===== src/rtl/hilo_muldiv_pkg.sv =====
`default_nettype none
// ============================================================================
// Module : hilo_muldiv_pkg
// Brief  : Op encodings and helpers shared by the HI/LO multiply/divide unit.
// Rev    : 1.0  initial release
// ============================================================================
package hilo_muldiv_pkg;

  typedef enum logic [1:0] {
    MD_MULTU = 2'd0,
    MD_MULT  = 2'd1,
    MD_DIVU  = 2'd2,
    MD_DIV   = 2'd3
  } md_op_e;

  localparam logic [3:0] ALU_CTRL_MULTU = 4'd6;
  localparam logic [3:0] ALU_CTRL_DIV   = 4'd9;

  // ALU control codes 6..9 map onto the md op encoding in order.
  function automatic logic [1:0] alu_ctrl_to_op(input logic [3:0] ctrl);
    logic [3:0] w_off;
    w_off = ctrl - ALU_CTRL_MULTU;
    return w_off[1:0];
  endfunction

  function automatic logic op_is_signed(input logic [1:0] op);
    return (op == MD_MULT) || (op == MD_DIV);
  endfunction

  function automatic logic op_is_div(input logic [1:0] op);
    return (op == MD_DIVU) || (op == MD_DIV);
  endfunction

endpackage
`default_nettype wire


===== src/rtl/hilo_muldiv_if.sv =====
`default_nettype none
// ============================================================================
// Module : hilo_muldiv_if
// Brief  : Request, move-to and result signals of the HI/LO mul/div unit.
// Rev    : 1.0  initial release
// ============================================================================
interface hilo_muldiv_if #(
  parameter int WIDTH = 32
) ();
  logic             start;
  logic [1:0]       op;
  logic [WIDTH-1:0] src_a;
  logic [WIDTH-1:0] src_b;
  logic             flush;
  logic             hi_we;
  logic             lo_we;
  logic [WIDTH-1:0] wdata;
  logic             busy;
  logic             done;
  logic [WIDTH-1:0] hi;
  logic [WIDTH-1:0] lo;

  modport master (
    output start, op, src_a, src_b, flush, hi_we, lo_we, wdata,
    input  busy, done, hi, lo
  );

  modport slave (
    input  start, op, src_a, src_b, flush, hi_we, lo_we, wdata,
    output busy, done, hi, lo
  );
endinterface
`default_nettype wire


===== src/rtl/hilo_muldiv_divstep.sv =====
`default_nettype none
// ============================================================================
// Module : md_divstep
// Brief  : One combinational restoring-division step.
// Rev    : 1.0  initial release
// ============================================================================
module md_divstep #(
  parameter int WIDTH = 32
) (
  input  wire logic [WIDTH:0]   i_rem,
  input  wire logic [WIDTH-1:0] i_divisor,
  input  wire logic             i_bit,
  output logic      [WIDTH:0]   o_rem,
  output logic                  o_qbit
);
  logic [WIDTH+1:0] w_trial;
  logic [WIDTH+1:0] w_div_ext;

  assign w_trial   = {i_rem, i_bit};
  assign w_div_ext = {2'b00, i_divisor};
  assign o_qbit    = (w_trial >= w_div_ext);
  assign o_rem     = o_qbit ? (WIDTH+1)'(w_trial - w_div_ext) : (WIDTH+1)'(w_trial);
endmodule
`default_nettype wire


===== src/rtl/hilo_muldiv.sv =====
`default_nettype none
// ============================================================================
// Module : hilo_muldiv
// Brief  : Iterative multiply/divide unit owning the HI/LO register pair.
// Rev    : 1.0  initial release
// ============================================================================
module hilo_muldiv
  import hilo_muldiv_pkg::*;
#(
  parameter int WIDTH = 32
) (
  input  wire logic     clk,
  input  wire logic     reset_n,
  hilo_muldiv_if.slave  bus
);
  localparam logic [1:0] S_IDLE = 2'd0;
  localparam logic [1:0] S_CALC = 2'd1;
  localparam logic [1:0] S_FIX  = 2'd2;

  localparam int              CNT_W  = $clog2(WIDTH + 1);
  localparam logic [CNT_W-1:0] c_last = CNT_W'(WIDTH - 1);

  logic [1:0]         r_state;
  logic [CNT_W-1:0]   r_cnt;
  logic [2*WIDTH-1:0] r_acc;
  logic [WIDTH-1:0]   r_q;
  logic [WIDTH:0]     r_rem;
  logic [WIDTH-1:0]   r_b;
  logic               r_is_div;
  logic               r_neg_q;
  logic               r_neg_r;
  logic [WIDTH-1:0]   r_hi;
  logic [WIDTH-1:0]   r_lo;
  logic               r_done;

  logic               w_signed;
  logic               w_neg_a;
  logic               w_neg_b;
  logic [WIDTH-1:0]   w_abs_a;
  logic [WIDTH-1:0]   w_abs_b;
  logic [WIDTH-1:0]   w_mul_addend;
  logic [WIDTH:0]     w_mul_sum;
  logic [WIDTH:0]     w_step_rem;
  logic               w_step_q;
  logic [2*WIDTH-1:0] w_prod;
  logic [WIDTH-1:0]   w_quo;
  logic [WIDTH-1:0]   w_rem_fix;
  logic [WIDTH-1:0]   w_fix_hi;
  logic [WIDTH-1:0]   w_fix_lo;

  assign w_signed = op_is_signed(bus.op);
  assign w_neg_a  = w_signed & bus.src_a[WIDTH-1];
  assign w_neg_b  = w_signed & bus.src_b[WIDTH-1];
  assign w_abs_a  = w_neg_a ? -bus.src_a : bus.src_a;
  assign w_abs_b  = w_neg_b ? -bus.src_b : bus.src_b;

  // Shift-add: upper half accumulates with carry, multiplier drains from the bottom.
  assign w_mul_addend = r_acc[0] ? r_b : '0;
  assign w_mul_sum    = {1'b0, r_acc[2*WIDTH-1:WIDTH]} + {1'b0, w_mul_addend};

  md_divstep #(
    .WIDTH (WIDTH)
  ) u_divstep (
    .i_rem     (r_rem),
    .i_divisor (r_b),
    .i_bit     (r_q[WIDTH-1]),
    .o_rem     (w_step_rem),
    .o_qbit    (w_step_q)
  );

  assign w_prod    = r_neg_q ? -r_acc : r_acc;
  assign w_quo     = r_neg_q ? -r_q : r_q;
  assign w_rem_fix = WIDTH'(r_neg_r ? -r_rem : r_rem);
  assign w_fix_hi  = r_is_div ? w_rem_fix : w_prod[2*WIDTH-1:WIDTH];
  assign w_fix_lo  = r_is_div ? w_quo     : w_prod[WIDTH-1:0];

  always_ff @(posedge clk) begin
    if (!reset_n) begin
      r_state  <= S_IDLE;
      r_cnt    <= '0;
      r_acc    <= '0;
      r_q      <= '0;
      r_rem    <= '0;
      r_b      <= '0;
      r_is_div <= 1'b0;
      r_neg_q  <= 1'b0;
      r_neg_r  <= 1'b0;
      r_hi     <= '0;
      r_lo     <= '0;
      r_done   <= 1'b0;
    end else begin
      r_done <= 1'b0;
      if (bus.hi_we) r_hi <= bus.wdata;
      if (bus.lo_we) r_lo <= bus.wdata;
      // Flush also swallows a start presented in IDLE on the same edge.
      if (bus.flush) begin
        r_state <= S_IDLE;
        r_cnt   <= '0;
      end else begin
        case (r_state)
          S_IDLE: begin
            if (bus.start) begin
              r_acc    <= {{WIDTH{1'b0}}, w_abs_a};
              r_q      <= w_abs_a;
              r_rem    <= '0;
              r_b      <= w_abs_b;
              r_is_div <= op_is_div(bus.op);
              r_neg_q  <= w_neg_a ^ w_neg_b;
              r_neg_r  <= w_neg_a;
              r_cnt    <= '0;
              r_state  <= S_CALC;
            end
          end
          S_CALC: begin
            if (r_is_div) begin
              r_rem <= w_step_rem;
              r_q   <= {r_q[WIDTH-2:0], w_step_q};
            end else begin
              r_acc <= {w_mul_sum, r_acc[WIDTH-1:1]};
            end
            r_cnt <= r_cnt + CNT_W'(1);
            if (r_cnt == c_last) r_state <= S_FIX;
          end
          S_FIX: begin
            r_hi    <= w_fix_hi;
            r_lo    <= w_fix_lo;
            r_done  <= 1'b1;
            r_state <= S_IDLE;
          end
          default: r_state <= S_IDLE;
        endcase
      end
    end
  end

  assign bus.busy = (r_state != S_IDLE);
  assign bus.done = r_done;
  assign bus.hi   = r_hi;
  assign bus.lo   = r_lo;
endmodule
`default_nettype wire


===== src/flat_wrapper.sv =====
// flat-port wrapper written by rule: the top's interface ports become plain ports
module hilo_muldiv_flat import hilo_muldiv_pkg::*;
#(
  parameter int WIDTH = 32
)
  (clk, reset_n, bus_start, bus_op, bus_src_a, bus_src_b, bus_flush, bus_hi_we, bus_lo_we, bus_wdata, bus_busy, bus_done, bus_hi, bus_lo);
  hilo_muldiv_if #(.WIDTH(WIDTH)) bus_i ();
  input  wire logic clk;
  input  wire logic reset_n;
  input wire logic [$bits(bus_i.start)-1:0] bus_start;
  input wire logic [$bits(bus_i.op)-1:0] bus_op;
  input wire logic [$bits(bus_i.src_a)-1:0] bus_src_a;
  input wire logic [$bits(bus_i.src_b)-1:0] bus_src_b;
  input wire logic [$bits(bus_i.flush)-1:0] bus_flush;
  input wire logic [$bits(bus_i.hi_we)-1:0] bus_hi_we;
  input wire logic [$bits(bus_i.lo_we)-1:0] bus_lo_we;
  input wire logic [$bits(bus_i.wdata)-1:0] bus_wdata;
  output wire logic [$bits(bus_i.busy)-1:0] bus_busy;
  output wire logic [$bits(bus_i.done)-1:0] bus_done;
  output wire logic [$bits(bus_i.hi)-1:0] bus_hi;
  output wire logic [$bits(bus_i.lo)-1:0] bus_lo;
  assign bus_i.start = bus_start;
  assign bus_i.op = bus_op;
  assign bus_i.src_a = bus_src_a;
  assign bus_i.src_b = bus_src_b;
  assign bus_i.flush = bus_flush;
  assign bus_i.hi_we = bus_hi_we;
  assign bus_i.lo_we = bus_lo_we;
  assign bus_i.wdata = bus_wdata;
  assign bus_busy = bus_i.busy;
  assign bus_done = bus_i.done;
  assign bus_hi = bus_i.hi;
  assign bus_lo = bus_i.lo;
  hilo_muldiv #(.WIDTH(WIDTH)) u_core (.clk(clk), .reset_n(reset_n), .bus(bus_i));
endmodule

===== config.mk =====
export PLATFORM = sky130hd
export DESIGN_NAME = hilo_muldiv_flat
export DESIGN_NICKNAME = d
export VERILOG_FILES = /design/src/rtl/hilo_muldiv_pkg.sv /design/src/rtl/hilo_muldiv_if.sv /design/src/rtl/hilo_muldiv_divstep.sv /design/src/rtl/hilo_muldiv.sv /design/src/flat_wrapper.sv
export SDC_FILE = /design/constraint.sdc
export NUM_CORES = 1
export LEC_CHECK = 0
export BUFFER_PORTS_ARGS = -buffer_cell sky130_fd_sc_hd__buf_2
export CAP_MARGIN = 20
export CORE_MARGIN = 2
export CORE_UTILIZATION = 60
export CTS_CLUSTER_DIAMETER = 30
export CTS_CLUSTER_SIZE = 10
export DETAILED_ROUTE_END_ITERATION = 6
export PLACE_DENSITY_LB_ADDON = 0.2
export SYNTH_ARGS = -nofsm -noshare
export SYNTH_HDL_FRONTEND = slang
export SYNTH_SLANG_ARGS = --single-unit

===== constraint.sdc =====
create_clock -name clk -period 3.5 [get_ports clk]
set_input_delay 0.175 -clock clk [delete_from_list [all_inputs] [get_ports clk]]
set_output_delay 0.175 -clock clk [all_outputs]
set_load 0.01 [all_outputs]

=== After elaboration in Yosys (flattened, before gate mapping) ===
Cells that the tools add are included.

* Flip-flop bits (word level): 237
* Latch bits: 0
* Memory bits (writable): 0
* ROM bits: 0
* Bits of input ports: 104
* Output and inout port bits: 66
* Logic and storage cells: 77
* Memories kept: 0

* Add/sub/neg operators: 8
* Multiply operators: 0
* Div/mod/pow operators: 0
* $lt $le $gt $ge: 1
* Eq/ne operators: 10
* Shift-type cells: 0
* Muxes and demuxes: 30
* Bitwise gates (word level): 5
* Reduce and logical (&&, ||, !) cells: 11

{| class="wikitable"
|+ Operator list
! cell !! number
|-
| 32-bit 2-to-1 mux || 15
|-
| 64-bit 2-to-1 mux || 3
|-
| 32-bit negator || 4
|-
| 64-bit case mux with 2 select lines || 1
|-
| 33-bit 2-to-1 mux || 3
|-
| 33-bit case mux with 2 select lines || 1
|-
| 64-bit negator || 1
|-
| 32-bit case mux with 2 select lines || 1
|-
| 34-bit by 32-bit greater-or-equal comparator with 1-bit output || 1
|-
| 32-bit by 32-bit adder with 33-bit output || 1
|-
| 33-bit by 32-bit subtractor with 33-bit output || 1
|-
| 6-bit case mux with 2 select lines || 1
|-
| 4-bit AND reduction || 2
|-
| 6-bit by 1-bit adder with 6-bit output, second input constant || 1
|-
| 2-bit equality test, second input constant || 3
|-
| 6-bit by 5-bit equality test with 1-bit output, second input constant || 1
|-
| 6-bit 2-to-1 mux || 1
|-
| 2-bit by 1-bit equality test with 1-bit output, second input constant || 2
|-
| 2-bit 2-to-1 mux || 2
|-
| 2-bit by 1-bit != test with 1-bit output, second input constant || 2
|-
| 2-bit != test, second input constant || 2
|-
| 2-bit case mux with 2 select lines || 1
|-
| 2-bit AND reduction || 2
|-
| 2-bit nonzero test || 2
|-
| other kinds (8) || 11
|}

=== Depth between registers and ports, before layout ===
Gate-level depths: netlist of the first run.

* Depth in word-level cells: 6
* Gate-level depth with buffers: 15
* Mapped depth without buffers: 14

=== Cells and area by module ===
From an unflattened synthesis of the first run, not the netlist that was laid out.

* Cells, all modules: 2381
* Area total of the unflattened synthesis: 18406.4 µm²

{| class="wikitable"
|+ Modules (own cells, without submodules)
! module !! instances !! cells an instance !! area each (µm²)
|-
| hilo_muldiv || 1 || 2033 || 15862.7
|-
| md_divstep || 1 || 348 || 2543.7
|}

=== Least setup slack after synthesis of the first run ===
Ideal clock, no wire load.

* Path kind: register -> register
* From: register u_core.r_acc[0]
* To: register u_core.r_acc[63]
* Arrival: 3030 ps
* Data required time: 3369 ps
* Setup slack: 339 ps
* Stages on the path, launching flop included: 14
* Cells stage by stage: dfxtp_1 inv_1 clkbuf_1 nor2_1 ha_1 or3_1 o311ai_0 o21ai_0 a41oi_1 o21ai_0 a31o_2 a31oi_1 o211a_1 nor3_1

* Cells in the longest elaborated chain, start to end: 4

{| class="wikitable"
|+ Ends and longest elaborated chain
! what !! line !! source
|-
| start, declared || hilo_muldiv.sv:25 || <nowiki>logic [2*WIDTH-1:0] r_acc;</nowiki>
|-
| start signal, assigned || hilo_muldiv.sv:103 || <nowiki>r_acc <= {{WIDTH{1'b0}}, w_abs_a};</nowiki>
|-
| start signal, assigned || hilo_muldiv.sv:119 || <nowiki>r_acc <= {w_mul_sum, r_acc[WIDTH-1:1]};</nowiki>
|-
| 32-bit 2-to-1 mux || hilo_muldiv.sv:58 || <nowiki>assign w_mul_addend = r_acc[0] ? r_b : '0;</nowiki>
|-
| 32-bit by 32-bit adder with 33-bit output || hilo_muldiv.sv:59 || <nowiki>assign w_mul_sum = {1'b0, r_acc[2*WIDTH-1:WIDTH]} + {1'b0, w_mul_addend};</nowiki>
|-
| 64-bit 2-to-1 mux || hilo_muldiv.sv:115 || <nowiki>if (r_is_div) begin</nowiki>
|-
| 64-bit case mux with 2 select lines || hilo_muldiv.sv:100 || <nowiki>case (r_state)</nowiki>
|}

Every way passes these cells. The select of a mux whose other input is x is not followed.
A chain may end at the register's enable or synchronous reset.

=== Final worst setup path of the first run ===
* From: register u_core.r_q[31]
* To: register u_core.r_rem[25]

* Cells in the longest elaborated chain, start to end: 4
* Elaborated cells between the ends (all ways): 5
* Those cells by class: 1 x add/sub; 1 x order compare; 3 x mux

{| class="wikitable"
|+ Ends and longest elaborated chain
! what !! line !! source
|-
| start, declared || hilo_muldiv.sv:26 || <nowiki>logic [WIDTH-1:0] r_q;</nowiki>
|-
| start signal, assigned || hilo_muldiv.sv:104 || <nowiki>r_q <= w_abs_a;</nowiki>
|-
| start signal, assigned || hilo_muldiv.sv:117 || <nowiki>r_q <= {r_q[WIDTH-2:0], w_step_q};</nowiki>
|-
| 33-bit by 32-bit subtractor with 33-bit output or 34-bit by 32-bit greater-or-equal comparator with 1-bit output (tied branches) || hilo_muldiv_divstep.sv:22, hilo_muldiv_divstep.sv:21 ||
|-
| 33-bit 2-to-1 mux * || hilo_muldiv_divstep.sv:22 || <nowiki>assign o_rem = o_qbit ? (WIDTH+1)'(w_trial - w_div_ext) : (WIDTH+1)'(w_trial);</nowiki>
|-
| 33-bit 2-to-1 mux * || hilo_muldiv.sv:115 ||
|-
| 33-bit case mux with 2 select lines * || hilo_muldiv.sv:100 ||
|-
| end signal, assigned || hilo_muldiv.sv:116 || <nowiki>r_rem <= w_step_rem;</nowiki>
|-
| end, declared || hilo_muldiv.sv:27 || <nowiki>logic [WIDTH:0] r_rem;</nowiki>
|}

Every way passes the cells marked *; elsewhere a longest branch is shown, timed or not. The select of a mux whose other input is x is not followed.

==> results of run 1 <==
## sequential cells by signal, summed over array words and instances (netlist names)
signal and flops:
u_core.bus.lo 32, u_core.r_cnt 6, u_core.r_is_div 1, u_core.r_state 2
u_core.bus.hi 32, u_core.r_acc 64, u_core.r_b 32, u_core.r_neg_r 1
u_core.bus.done 1, u_core.r_q 32, u_core.r_neg_q 1, u_core.r_rem 33
## stage by stage
step                      std cells  hold slack (ns)  power [W]  util, %
after floorplan                2177           0.3110   0.003904        -
after detailed placement       2657           0.4173   0.004406    65.79
final                          2807         0.008172   0.009610    74.56
after global routing           2807          0.02575   0.009887    74.56
after CTS                      2801         0.005046   0.009543    74.18
after global placement         2657           0.4170   0.004378    65.79
## cell families after synthesis
logic type / count (synthesis) / synth area share, %
DFF: 237 / 28.17
xor gates and xnor gates: 216 / 11.23
muxes: 68 / 4.331
and+or+nand+nor: 648 / 18.11
AOI/OAI and AO/OA: 735 / 28.21
adders and majority gates: 72 / 5.438
buffers and inverters: 201 / 4.516
## area by class of cell
type,count,area share [%]
Tap cell,378,2.290
Clock buffer,70,7.480
Timing Repair Buffer,283,9.019
Multi-Input combinational cell,1739,55.24
Clock inverter,32,1.738
Inverter,68,1.248
Sequential cell,237,22.99
## worst min-delay path by stage
| stage | startpoint | to | slack, ns | cells after the start |
|---|---|---|---|---|
| finish | bus_wdata[4] | u_core.bus.lo[4]$_SDFF_PN0_ | 0.008 | 3 |
| global placement | bus_op[1] | u_core.r_is_div$_SDFFE_PN0P_ | 0.42 | 3 |
| global route | bus_wdata[5] | u_core.bus.lo[5]$_SDFF_PN0_ | 0.03 | 3 |
| floorplan | bus_src_b[0] | u_core.r_b[0]$_SDFFE_PN0P_ | 0.31 | 2 |
| detailed placement | bus_op[1] | u_core.r_is_div$_SDFFE_PN0P_ | 0.42 | 3 |
| CTS | bus_wdata[4] | u_core.bus.lo[4]$_SDFF_PN0_ | 0.005 | 3 |
## routing by layer
metal / routed length [µm] / vias up
li1: - / 8393
met1: 25460 / 8247
met2: 23060 / 1021
met3: 6438 / 119
met4: 1856 / 2
met5: 10 / -
## power by group through the flow
stage / registers [W] / clock network (W) / logic, W
floorplan: 0.00298 / 0 / 0.000928
global placement: 0.00299 / 0 / 0.00139
detailed placement: 0.00299 / 0 / 0.00142
CTS: 0.00294 / 0.00514 / 0.00146
global route: 0.00296 / 0.00529 / 0.00164
finish: 0.00295 / 0.00514 / 0.00152
## worst max-delay path, stage by stage (launching register included)
cell	delay [ns]
dfxtp_1	0.31
inv_1	0.13
ha_1	0.19
inv_1	0.06
fa_1	0.39
a21o_1	0.21
a221oi_2	0.33
o31a_1	0.18
a21oi_1	0.11
o21bai_1	0.22
nand3_2	0.13
a41oi_4	0.26
buf_12	0.16
nand2b_1	0.30
o21ai_0	0.16
## cells in the final DEF (no fill, tap or decap), types with 8 or more instances in the layout
cell           instances
o21ai_0              183
nor3_1                28
o21bai_1               9
a211oi_1              83
a22oi_1               20
clkinv_2              12
o31ai_1               46
and2_1                10
clkinvlp_4             9
buf_2                169
mux2_2                29
and3_1                12
nor2_1               198
or4_1                 19
inv_1                 66
a31oi_1                9
nand2_1              225
xnor2_1               92
ha_1                  70
a221oi_1              11
dfxtp_1              234
o41ai_1               22
nand4_1               12
a32oi_1                9
dlygate4sd3_1         42
o221ai_1              21
a21o_1                24
nand3_1               31
nor4_1                10
a21oi_1              182
o211ai_1              46
clkbuf_16             58
nand2b_1              24
xor2_1               124
buf_4                 66
o21ai_1                8
or3_1                 36
mux2i_1               38
## timing repair
item                                    CTS  global route
hold buffers                             42             0
gates resized for setup                   0            12
hold endpoints to repair                 43             0
endpoints found under the setup margin    0            41
setup buffers                             0             4
==> impl_metrics.env, run 1 <==
export IMPL_pre_cts_ws_ns=0.06426
export IMPL_antenna_found_initial=1
export IMPL_core_area_um2=27710
export IMPL_clock_latency_ns=0.58
export IMPL_cts_root_buf="clkbuf_16"
export IMPL_cp_arrival_ns=3.71
export IMPL_stdcell_area_um2=20660
export IMPL_drcViolationCount=0
export IMPL_syn_inst=2177
export IMPL_dr_pass1_iters=7
export IMPL_grt_util_met3_pct=7.432
export IMPL_dp_hpwl_mm=41.83
export IMPL_critPathCapture="u_core.r_rem[25]$_SDFFE_PN0P_"
export IMPL_syn_area_um2=16840
export IMPL_ir_drop_mv=0.4345
export IMPL_synth_most_common_cell="dfxtp_1"
export IMPL_synth_cell_types=77
export IMPL_period_share_pct=94.22
export IMPL_clk_path_buf_depth=3
export IMPL_leakage_nw=8.583
export IMPL_final_fill_count=2145
export IMPL_use_met2_pct=53.80
export IMPL_setup_viol=0
export IMPL_htree_levels=2
export IMPL_yosysSeqAreaShare_pct=28.17
export IMPL_placementRows=61
export IMPL_die_w_um=171.6
export IMPL_routedWlPerCell_um=20.25
export IMPL_multi_input_area_um2=11410
export IMPL_startpoint="u_core.r_q[31]$_SDFFE_PN0P_"
export IMPL_swShare_pct=28.15
export IMPL_via_per_inst=6.335
export IMPL_place_gp_congestion=0.9530
export IMPL_drtIter0Drc=1979
export IMPL_synth_edf_count=0
export IMPL_initial_utilization_pct=60.80
export IMPL_fin_crit_ns=3.298
export IMPL_finalNetCount=2561
export IMPL_power_frac_seq_pct=30.7
export IMPL_outcome="finished, final reports clean"
export IMPL_reg2reg_depth=14
export IMPL_dieArea_um2=29430
export IMPL_skew_ns=0.03222
export IMPL_dr_total_vias=17780
export IMPL_rrSetupSlack_ns=0.20
export IMPL_clk_pin_slew_ns=0.05
export IMPL_drive_gt1_share_pct=16.92
export IMPL_use_met1_pct=55.53
export IMPL_finalHoldViolCount=0
export IMPL_cellPowerDensity_nw_per_um2=465.2
export IMPL_yosys_area_top_type="dfxtp_1"
export IMPL_syn_avg_cell_area_um2=7.737
export IMPL_worst_pin_slew_ns=1.043
export IMPL_areaGrowthSynthToFinish_pct=22.64
export IMPL_maxSlewHeadroom_pct=30.34
export IMPL_critPathLaunchType="flip-flop"
export IMPL_maxCapViolCount=0
export IMPL_io_pins=170
export IMPL_cts_made_buffers=56
export IMPL_critPathCaptureType="flip-flop"
export IMPL_synth_commonest_cells="dfxtp_1 (237), nand2_1 (226), nor2_1 (200), o21ai_0 (186), a21oi_1 (183)"
export IMPL_yosys_warnings=0
export IMPL_gr_total_overflow=0
export IMPL_rsz0062_at_grt="no"
export IMPL_top_usage_layer="met1"
export IMPL_path_max_fanout=10
export IMPL_placed_area_um2=18230
export IMPL_synth_seq_cells=237
export IMPL_seq_area_um2=4748
export IMPL_p_clk_share_pct=53.5
export IMPL_synthTopCellsByArea="dfxtp_1 (28%), xor2_1 (6.4%), o21ai_0 (5.5%)"
export IMPL_yosys_area_top_type_share_pct=28.17
export IMPL_clock_sinks=237
export IMPL_wirelength_mm=56.83
export IMPL_cts_tree="done"
export IMPL_ant_nets=0
export IMPL_cell_internal_pwr_w=0.006905
export IMPL_comb_power_share_pct=15.8
export IMPL_port_buffers=169
export IMPL_tns_ns=0
export IMPL_diodes=0
export IMPL_grt_max_degree=83
export IMPL_synth_main_ff_cell="dfxtp_1"
export IMPL_grt_pass1_vias=15970
export IMPL_max_freq_mhz=303.2
export IMPL_grt_pass1_wl_mm=87.24
export IMPL_cp_required_ns=3.92
export IMPL_r2r_end="u_core.r_rem[25]$_SDFFE_PN0P_"
export IMPL_slew_violations=0
export IMPL_synth_net_count=2353
export IMPL_die_h_um=171.6
export IMPL_power_switching_w=0.002705
export IMPL_grt_total_usage_pct=37.52
export IMPL_fin_ws_ns=0.2022
export IMPL_hold_class="in -> reg"
export IMPL_synth_async_reset_ratio_pct=0
export IMPL_critPathKind="reg -> reg"
export IMPL_timing_rr_start="u_core.r_q[31]$_SDFFE_PN0P_"
(Power assumes the default switching activity.)
==> run 2: changes to the inputs <==
--- a/config.mk
+++ b/config.mk
@@ -7,8 +7,10 @@
 export LEC_CHECK = 0
 export BUFFER_PORTS_ARGS = -buffer_cell sky130_fd_sc_hd__buf_2
 export CAP_MARGIN = 20
+export CELL_PAD_IN_SITES_DETAIL_PLACEMENT = 1
+export CELL_PAD_IN_SITES_GLOBAL_PLACEMENT = 2
 export CORE_MARGIN = 2
-export CORE_UTILIZATION = 60
+export CORE_UTILIZATION = 36
 export CTS_CLUSTER_DIAMETER = 30
 export CTS_CLUSTER_SIZE = 10
 export DETAILED_ROUTE_END_ITERATION = 6
==> impl_metrics.env, run 2 (same netlist as run 1, synthesis figures left out) <==
export IMPL_critPathKind="reg -> reg"
export IMPL_setup_viol=0
export IMPL_port_buffers=169
export IMPL_critPathCaptureType="flip-flop"
export IMPL_cell_internal_pwr_w=0.008328
export IMPL_cts_root_buf="clkbuf_16"
export IMPL_cts_tree="done"
export IMPL_power_switching_w=0.003080
export IMPL_dr_total_vias=17910
export IMPL_leakage_nw=9.221
export IMPL_die_h_um=220.3
export IMPL_io_pins=170
export IMPL_place_inst=2927
export IMPL_largestRegisters="u_core.r_acc: 64 flops, u_core.r_rem: 33 flops"
export IMPL_outcome="finished, final reports clean"
export IMPL_power_frac_seq_pct=26.0
export IMPL_swShare_pct=27.00
export IMPL_min_path_cells=3
export IMPL_comb_power_share_pct=14.2
export IMPL_maxSlewHeadroom_pct=30.37
export IMPL_multi_input_area_um2=11440
export IMPL_dp_hpwl_mm=53.24
export IMPL_clock_sinks=237
export IMPL_top_register="u_core.r_acc"
export IMPL_maxCapViolCount=0
export IMPL_path_max_fanout=15
export IMPL_p_clk_share_pct=59.8
export IMPL_dieArea_um2=48530
export IMPL_drive_gt1_share_pct=19.16
export IMPL_rrSetupSlack_ns=0.17
export IMPL_cellPowerDensity_nw_per_um2=516.3
export IMPL_period_share_pct=95.03
export IMPL_max_freq_mhz=300.7
export IMPL_core_area_um2=46360
export IMPL_drcViolationCount=0
export IMPL_grt_pass1_vias=17770
export IMPL_timing_rr_start="u_core.r_q[31]$_SDFFE_PN0P_"
export IMPL_antenna_found_initial=3
export IMPL_rsz0062_at_grt="yes"
export IMPL_die_w_um=220.3
export IMPL_critPathLaunchType="flip-flop"
export IMPL_clk_path_buf_depth=3
export IMPL_routedWlPerCell_um=22.26
export IMPL_finalNetCount=2631
export IMPL_hold_worst_slack_ns=0.02328
export IMPL_clk_pin_slew_ns=0.04
export IMPL_slew_violations=0
export IMPL_drtIter0Drc=1077
export IMPL_dr_pass1_iters=5
export IMPL_initial_utilization_pct=36.33
export IMPL_areaGrowthSynthToFinish_pct=31.19
export IMPL_grt_max_degree=68
export IMPL_worstHoldStart="bus_wdata[18]"
export IMPL_wirelength_mm=69.42
export IMPL_largest_register_ffs=64
export IMPL_placementRows=79
export IMPL_tns_ns=0
export IMPL_worst_pin_slew_ns=1.044
export IMPL_clock_latency_ns=0.60
export IMPL_fin_crit_ns=3.326
export IMPL_r2r_end="u_core.r_rem[0]$_SDFFE_PN0P_"
export IMPL_htree_levels=3
export IMPL_cts_made_buffers=71
export IMPL_grt_total_usage_pct=28.17
export IMPL_final_fill_count=5586
export IMPL_final_common_cell="dfxtp_1"
export IMPL_ir_drop_mv=0.5345
export IMPL_hold_class="in -> reg"
export IMPL_ant_nets=0
export IMPL_cp_required_ns=3.95
export IMPL_via_per_inst=5.741
export IMPL_place_gp_congestion=0.9242
export IMPL_reg2reg_depth=16
export IMPL_final_cell_mix="dfxtp_1 (235), nand2_1 (225), nor2_1 (197)"
export IMPL_finalHoldViolCount=0
export IMPL_worstHoldEndpoint="u_core.bus.lo[18]$_SDFF_PN0_"
export IMPL_grt_pass1_wl_mm=105.1
export IMPL_gr_total_overflow=0
export IMPL_cp_arrival_ns=3.78
export IMPL_seq_area_um2=4747
export IMPL_layoutNonFillerInstCount=3119
export IMPL_skew_ns=0.02336
-- run 2: cell types whose count changed in the layout (fill, tap and decap cells not counted), sizes merged, moves of 3 or more --
cell / before / now
bufinv: 5 / 11
inv: 68 / 71
clkbuf: 72 / 94
buf: 239 / 281
clkinvlp: 9 / 4
dlygate4sd3: 42 / 55
-- run 2: power by group through the flow --
| stage | registers (W) | clock network, W | logic (W) |
|---|---|---|---|
| floorplan | 0.00298 | 0 | 0.000928 |
| global placement | 0.00300 | 0 | 0.00150 |
| detailed placement | 0.00301 | 0 | 0.00153 |
| CTS | 0.00296 | 0.00689 | 0.00159 |
| global route | 0.00298 | 0.00707 | 0.00176 |
| finish | 0.00297 | 0.00682 | 0.00162 |
-- run 2: repair_timing --
item,CTS,global route
hold endpoints to repair,55,0
gates resized for setup,1,14
pin swaps,0,7
cloned,0,2
buffers inserted,0,5
endpoints found under the setup margin,6,33
hold buffers,55,0
-- run 2: layout make-up --
cell class	instances	share of cell area, %
clock inverters	37	2.418
repair buffers	338	10.59
diodes	1	0.01132
inverters	68	1.166
clock buffers	92	9.139
multi-input cells	1739	51.75
well taps	607	3.437
flip-flops and latches	237	21.48
-- run 2: critical path, stage by stage, from the launching register on --
cell and delay [ns]:
dfxtp_1 0.31, inv_1 0.11, ha_1 0.18, inv_1 0.06
fa_1 0.40, a21o_1 0.23, a221oi_2 0.30, o31a_1 0.23
a21oi_2 0.10, o21bai_2 0.21, nand3_2 0.14, a41oi_4 0.35
buf_12 0.17, buf_12 0.14, nor2_1 0.04, a21oi_1 0.11
o21ai_0 0.11
-- run 2: how the worst max path moves through the flow --
stage | slack, ns | cells past startpoint | to | start
final | 0.17 | 16 | u_core.r_rem[0]$_SDFFE_PN0P_ | u_core.r_q[31]$_SDFFE_PN0P_
after global routing | -0.006 | 16 | u_core.r_acc[61]$_SDFFE_PN0P_ | u_core.r_acc[0]$_SDFFE_PN0P_
after CTS | 0.006 | 15 | u_core.r_acc[61]$_SDFFE_PN0P_ | u_core.r_b[0]$_SDFFE_PN0P_
after detailed placement | -0.01 | 14 | u_core.r_rem[16]$_SDFFE_PN0P_ | u_core.r_q[31]$_SDFFE_PN0P_
after global placement | 0.07 | 14 | u_core.r_rem[29]$_SDFFE_PN0P_ | u_core.r_q[31]$_SDFFE_PN0P_
after floorplan | 0.34 | 13 | u_core.r_acc[63]$_SDFFE_PN0P_ | u_core.r_acc[0]$_SDFFE_PN0P_
-- run 2: metal layers --
metal	routed length (µm)	vias to the layer above	GRT usage, %	part of all wire, %
li1	-	8544	-	-
met1	32980	8716	39.75	48
met2	30320	535	43.55	44
met3	4431	108	5.182	6.4
met4	1666	4	8.300	2.4
met5	24	-	0	0.035
-- run 2: per-stage QoR --
| stage | instance area [µm²] | power, W | setup WS, ns | util, % |
|---|---|---|---|---|
| floorplan | 16840 | 0.003904 | 0.3392 | - |
| global placement | 18860 | 0.004503 | 0.07270 | 40.67 |
| detailed placement | 18860 | 0.004539 | -0.01354 | 40.67 |
| CTS | 21960 | 0.01144 | 0.006131 | 47.38 |
| global route | 22090 | 0.01181 | -0.005532 | 47.66 |
| finish | 22100 | 0.01141 | 0.1740 | 47.67 |
